--- src/rtl/mem_access_unit_if.sv ---
// mem_access_unit_if: request/response handshake plus the data-memory bus of mem_access_unit
interface mem_access_unit_if;
   logic        req_valid, req_ready, req_rw, req_signed;
   logic [1:0]  req_size;
   logic [7:0]  req_address;
   logic [31:0] req_wdata;
   logic        resp_valid, resp_ready, resp_error;
   logic [31:0] resp_rdata;
   logic [7:0]  ram_address;
   logic [31:0] ram_data_in, ram_data_out;
   logic [1:0]  ram_size;
   logic        ram_rw, ram_enable;
   modport slave (
      input  req_valid, req_rw, req_size, req_signed, req_address, req_wdata, resp_ready, ram_data_out,
      output req_ready, resp_valid, resp_rdata, resp_error, ram_address, ram_data_in, ram_size, ram_rw, ram_enable
   );
   modport master (
      output req_valid, req_rw, req_size, req_signed, req_address, req_wdata, resp_ready, ram_data_out,
      input  req_ready, resp_valid, resp_rdata, resp_error, ram_address, ram_data_in, ram_size, ram_rw, ram_enable
   );
endinterface

--- src/rtl/mem_access_unit.sv ---
// mem_access_unit: big-endian byte/halfword/word load-store unit over a byte/word data memory
module mem_access_unit (
   input logic              clk,
   input logic              rst_n,
   mem_access_unit_if.slave bus
);
   typedef enum logic [1:0] {IDLE, ACC1, ACC2, RESP} state_t;
   state_t      r_state, w_next;
   logic        r_rw, r_signed, r_err;
   logic [1:0]  r_size;
   logic [7:0]  r_addr;
   logic [31:0] r_wdata, r_rdata;
   logic        w_illegal, w_accept, w_acc, w_wr;
   function automatic logic [31:0] ext(input logic [15:0] v, input logic half, input logic sgn);
      return half ? {{16{sgn & v[15]}}, v} : {{24{sgn & v[7]}}, v[7:0]};
   endfunction
   assign w_illegal = (bus.req_size == 2'b11) || (bus.req_size == 2'b01 && bus.req_address[0]) ||
                      (bus.req_size == 2'b10 && bus.req_address[1:0] != 2'b00);
   assign w_accept  = r_state == IDLE && bus.req_valid;
   // gating with rst_n keeps a reset cycle from issuing one more RAM access
   assign w_acc     = rst_n && (r_state == ACC1 || r_state == ACC2);
   assign w_wr      = w_acc && r_rw;
   always_ff @(posedge clk)
      r_state <= !rst_n ? IDLE : w_next;
   always_comb begin
      w_next = r_state == IDLE ? (bus.req_valid ? (w_illegal ? RESP : ACC1) : IDLE)
             : r_state == ACC1 ? (r_size == 2'b01 ? ACC2 : RESP)
             : r_state == ACC2 ? RESP
             : (bus.resp_ready ? IDLE : RESP);
   end
   always_ff @(posedge clk) begin
      if (!rst_n) begin
         r_rw     <= 1'b0;
         r_signed <= 1'b0;
         r_size   <= 2'b00;
         r_addr   <= 8'h00;
         r_wdata  <= 32'h0;
         r_rdata  <= 32'h0;
         r_err    <= 1'b0;
      end else if (w_accept) begin
         r_rw     <= bus.req_rw;
         r_signed <= bus.req_signed;
         r_size   <= bus.req_size;
         r_addr   <= bus.req_address;
         r_wdata  <= bus.req_wdata;
         r_rdata  <= 32'h0;
         r_err    <= w_illegal;
      end else if (r_state == ACC1 && !r_rw) begin
         // halfword keeps the high byte raw until the second access completes it
         r_rdata  <= r_size == 2'b10 ? bus.ram_data_out
                   : r_size == 2'b01 ? {24'h0, bus.ram_data_out[7:0]}
                   : ext({8'h0, bus.ram_data_out[7:0]}, 1'b0, r_signed);
      end else if (r_state == ACC2 && !r_rw) begin
         r_rdata  <= ext({r_rdata[7:0], bus.ram_data_out[7:0]}, 1'b1, r_signed);
      end
   end
   always_comb begin
      bus.req_ready   = r_state == IDLE;
      bus.resp_valid  = r_state == RESP;
      bus.resp_rdata  = r_rdata;
      bus.resp_error  = r_err;
      bus.ram_enable  = w_acc;
      bus.ram_rw      = w_wr;
      bus.ram_size    = {1'b0, w_acc && r_size == 2'b10};
      bus.ram_address = !w_acc ? 8'h00 : r_state == ACC2 ? r_addr + 8'd1 : r_addr;
      bus.ram_data_in = !w_wr ? 32'h0
                      : r_size == 2'b10 ? r_wdata
                      : {24'h0, (r_state == ACC1 && r_size == 2'b01) ? r_wdata[15:8] : r_wdata[7:0]};
   end
endmodule

--- src/flat_wrapper.sv ---
// flat-port wrapper written by rule: the top's interface ports become plain ports
module mem_access_unit_flat 
  (clk, rst_n, bus_req_valid, bus_req_rw, bus_req_size, bus_req_signed, bus_req_address, bus_req_wdata, bus_resp_ready, bus_ram_data_out, bus_req_ready, bus_resp_valid, bus_resp_rdata, bus_resp_error, bus_ram_address, bus_ram_data_in, bus_ram_size, bus_ram_rw, bus_ram_enable);
  mem_access_unit_if bus_i ();
  input logic clk;
  input logic rst_n;
  input wire logic [$bits(bus_i.req_valid)-1:0] bus_req_valid;
  input wire logic [$bits(bus_i.req_rw)-1:0] bus_req_rw;
  input wire logic [$bits(bus_i.req_size)-1:0] bus_req_size;
  input wire logic [$bits(bus_i.req_signed)-1:0] bus_req_signed;
  input wire logic [$bits(bus_i.req_address)-1:0] bus_req_address;
  input wire logic [$bits(bus_i.req_wdata)-1:0] bus_req_wdata;
  input wire logic [$bits(bus_i.resp_ready)-1:0] bus_resp_ready;
  input wire logic [$bits(bus_i.ram_data_out)-1:0] bus_ram_data_out;
  output wire logic [$bits(bus_i.req_ready)-1:0] bus_req_ready;
  output wire logic [$bits(bus_i.resp_valid)-1:0] bus_resp_valid;
  output wire logic [$bits(bus_i.resp_rdata)-1:0] bus_resp_rdata;
  output wire logic [$bits(bus_i.resp_error)-1:0] bus_resp_error;
  output wire logic [$bits(bus_i.ram_address)-1:0] bus_ram_address;
  output wire logic [$bits(bus_i.ram_data_in)-1:0] bus_ram_data_in;
  output wire logic [$bits(bus_i.ram_size)-1:0] bus_ram_size;
  output wire logic [$bits(bus_i.ram_rw)-1:0] bus_ram_rw;
  output wire logic [$bits(bus_i.ram_enable)-1:0] bus_ram_enable;
  assign bus_i.req_valid = bus_req_valid;
  assign bus_i.req_rw = bus_req_rw;
  assign bus_i.req_size = bus_req_size;
  assign bus_i.req_signed = bus_req_signed;
  assign bus_i.req_address = bus_req_address;
  assign bus_i.req_wdata = bus_req_wdata;
  assign bus_i.resp_ready = bus_resp_ready;
  assign bus_i.ram_data_out = bus_ram_data_out;
  assign bus_req_ready = bus_i.req_ready;
  assign bus_resp_valid = bus_i.resp_valid;
  assign bus_resp_rdata = bus_i.resp_rdata;
  assign bus_resp_error = bus_i.resp_error;
  assign bus_ram_address = bus_i.ram_address;
  assign bus_ram_data_in = bus_i.ram_data_in;
  assign bus_ram_size = bus_i.ram_size;
  assign bus_ram_rw = bus_i.ram_rw;
  assign bus_ram_enable = bus_i.ram_enable;
  mem_access_unit u_core (.clk(clk), .rst_n(rst_n), .bus(bus_i));
endmodule
--- config.mk ---
export PLATFORM = sky130hd
export DESIGN_NAME = mem_access_unit_flat
export DESIGN_NICKNAME = d
export VERILOG_FILES = /design/src/rtl/mem_access_unit_if.sv /design/src/rtl/mem_access_unit.sv /design/src/flat_wrapper.sv
export SDC_FILE = /design/constraint.sdc
export NUM_CORES = 1
export LEC_CHECK = 0
export BUFFER_PORTS_ARGS = -buffer_cell sky130_fd_sc_hd__buf_2
export CAP_MARGIN = 20
export CORE_MARGIN = 3
export CORE_UTILIZATION = 52
export CTS_BUF_LIST = sky130_fd_sc_hd__clkbuf_8
export CTS_CLUSTER_SIZE = 16
export DETAILED_ROUTE_END_ITERATION = 7
export PLACE_DENSITY = 0.87
export SLEW_MARGIN = 5
export SYNTH_ARGS = -nofsm -noshare
export SYNTH_HDL_FRONTEND = slang
export SYNTH_SLANG_ARGS = --single-unit
export TNS_END_PERCENT = 100
--- constraint.sdc ---
create_clock -name clk -period 5.48 [get_ports clk]
set_clock_uncertainty 0.15 [all_clocks]
set_input_delay 1.096 -clock clk [delete_from_list [all_inputs] [get_ports clk]]
set_output_delay 1.096 -clock clk [all_outputs]
set_load 0.02 [all_outputs]
==> run_results.csv <==
group,metric,value,unit
setup_path,cp.buffers_inverters,2,
sta,worst_pin_slew,1.01,ns
routing,vias_per_cell,5.44,
sta,slew_headroom,0.329,
setup_path,critPathTopFamily,"simple AND/OR/NAND/NOR gates",
yosys,yosysSeqAreaShare,0.472,
setup_path,crit_arrival,2.49,ns
routing,ant_nets,0,
place,place_congestion,0.847,
yosys,ys.flop_type,"dfxtp_1",
setup_path,crit_chain,"buf_2, nand3_2, nor2b_2, and2_1, buf_2",
sta,rsz0062_at_grt,"no",
setup_path,path_class,"primary input to output pin",
sta,final_max_slew_viol_count,0,
cts,cts_setup_buffers,0,
power_and_ir_drop,total_power,0.00172,W
floorplan,rows,28,
floorplan,initial_core_util,0.550,
sta,hold_violations,0,
cts,root_buffer,"clkbuf_8",
sta,setup-tns-final,0,ns
routing,drt-total-wl,8880,µm
routing,firstDrtPassIters,4,
routing,post_drt_wl_per_cell,15.0,µm
yosys,ys_async_sr_fraction,0,
outcome,status,"complete, no violations",
global_route,grt_pass1_vias,3097,
setup_path,end_kind,"output pin",
floorplan,fp.dieH,86.3,µm
min_path,hp-class,"flip-flop to flip-flop",
cts,cts_tree,"built",
cts,insertion_delay,0.33,ns
setup_path,rrSetupSlack,2.94,ns
sta,finalCritPeriodShare,0.681,
floorplan,die_w,86.3,µm
cts,cts_hold_buf,0,
place,dpl.cell_count,578,
power_and_ir_drop,leakagePower,2.07,nW
setup_path,cp.required,4.23,ns
cts,clk_pin_slew_worst_paths,0.08,ns
yosys,syn_area,3350,µm²
global_route,grt_pass1_wl,14200,µm
cts,clkSinkCount,79,
routing,drt_iter0_drc,154,
global_route,antenna_found_initial,0,
power_and_ir_drop,peakVddDrop,0.000242,V
yosys,netlist.area_leader.share,0.472,
yosys,synthCells,371,
setup_path,critical_path.slowest_cell,"nor2b_2",
yosys,synth_top_area_cell,"dfxtp_1",
setup_path,cpPeakStageDelay,0.63,ns
finish,syn2layout_area_growth,28.0,%
routing,route.detailed.drc,0,
power_and_ir_drop,power.density,401,nW/µm²
cts,cts_resized,0,
finish,fin_cells,594,
cts,clk_path_buf_depth,2,
yosys,synth_seq_cells,79,
finish,finish.utilization,0.704,
floorplan,io_pins,159,
yosys,synth_area_leaders,"dfxtp_1, a22o_1, nand2_1",
run,maxCapViolations,0,
yosys,yosysMostFrequentCell,"dfxtp_1",
sta,final.min_clock_period,3.73,ns
yosys,synth-edff-count,0,
sta,finalSetupViolations,0,
place,dpl.hpwl,6320,µm
cts,h-tree-depth,3,
finish,diodes,0,
finish,final_layout_size_suffix_gt1_frac,0.356,
setup_path,crit_path_max_fanout,24,
sta,max_freq,268,MHz
global_route,grt_start_max_net_pins,55,
global_route,overflow,0,
floorplan,core-area,6100,µm²
yosys,syn_area_per_cell,9.03,µm²
place,io_buffers,157,
routing,via_count,3233,
setup_path,cp-start-kind,"primary input",
floorplan,die_area,7440,µm²
global_route,grt_use_total,0.236,
yosys,synth_common_cells,"dfxtp_1, nand2_1, a22o_1",
yosys,yosysWarnings,0,
yosys,syn_nets,456,
cts,cts_buffers,9,
yosys,synth.distinct_cells,39,
finish,final_nets,600,
sta,hold_ws,0.328,ns
setup_path,cpMostUsedCell,"buf_2",
layout by cell type (no fill, tap or decap), drive strengths merged, types with 3 or more instances in the layout:
| master | count |
|---|---|
| a211oi | 17 |
| a21oi | 26 |
| a22o | 44 |
| and2 | 25 |
| buf | 161 |
| clkbuf | 9 |
| clkinv | 5 |
| dfxtp | 79 |
| ha | 5 |
| inv | 6 |
| nand2 | 59 |
| nand3 | 9 |
| nand4 | 3 |
| nor2 | 33 |
| nor2b | 4 |
| o21ai | 5 |
| o31ai | 3 |
| o41ai | 7 |
| xor2 | 5 |
flip-flops by register name (all words and copies together) (netlist names):
register,count
u_core.r_signed,1
u_core.bus.resp_error,1
u_core.r_size,2
u_core.r_rw,1
u_core.r_addr,8
u_core.r_state,2
u_core.r_wdata,32
u_core.bus.resp_rdata,32
power breakdown:
group	total, W	internal, W	leakage [nW]	switching (W)
combinational	0.000569	0.000197	1.32	0.000372
clock	0.000404	0.000203	0.0998	0.000200
sequential	0.000748	0.000679	0.646	0.0000691
routing by layer:
metal  GRT usage  wire (µm)  vias to the layer above
li1            -          -                     1590
met1       0.290       3740                     1502
met2       0.396       4270                      131
met3      0.0665        764                       10
met4      0.0822        115                        0
met5           0          0                        -
stage by stage:
| stage | instance area (µm²) | setup WS, ns |
|---|---|---|
| after floorplan | 3350 | 2.23 |
| after detailed placement | 4110 | 1.74 |
| after global routing | 4290 | 1.52 |
| after global placement | 4110 | 1.84 |
| after CTS | 4280 | 1.74 |
| final | 4290 | 1.75 |
path summary, 6_finish.rpt:
kind                       startpoint                   endpoint  cells past startpoint
max                             rst_n        bus_ram_data_in[27]                      5
min          u_core.bus.resp_rdata[5]   u_core.bus.resp_rdata[5]                      2
max reg2reg         u_core.r_state[1]  u_core.bus.resp_rdata[17]                      7
min reg2reg  u_core.bus.resp_rdata[5]   u_core.bus.resp_rdata[5]                      2
cell type report:
class,count,area [µm²]
Timing Repair Buffer,161,816
Sequential cell,79,1580
Inverter,6,22.5
Multi-Input combinational cell,258,1600
Tap cell,75,93.8
Fill cell,507,1810
Clock buffer,9,124
Clock inverter,6,53.8
cell families (layout without fill, tap and decap cells):
group / count (synthesis) / in the layout / synth area share
xor+xnor: 6 / 6 / 0.0157
other cells: 1 / 1 / 0.00112
compound gates: 104 / 104 / 0.244
buf+inv: 34 / 182 / 0.0519
simple gates: 141 / 141 / 0.194
mux: 1 / 1 / 0.00299
flops: 79 / 79 / 0.472
fa+ha+maj: 5 / 5 / 0.0187
worst reg2reg max path: cells and delay by family, from the launching register on:
| family | cells | cell delay (ns) |
|---|---|---|
| AND/OR/NAND/NOR | 3 | 0.81 |
| AO/OA/AOI/OAI | 1 | 0.24 |
| buffers and inverters | 2 | 0.43 |
| flip-flops | 1 | 0.34 |
| adder cells (fa/ha/maj) | 1 | 0.47 |
Note: power is estimated with default switching activity, not from simulation.
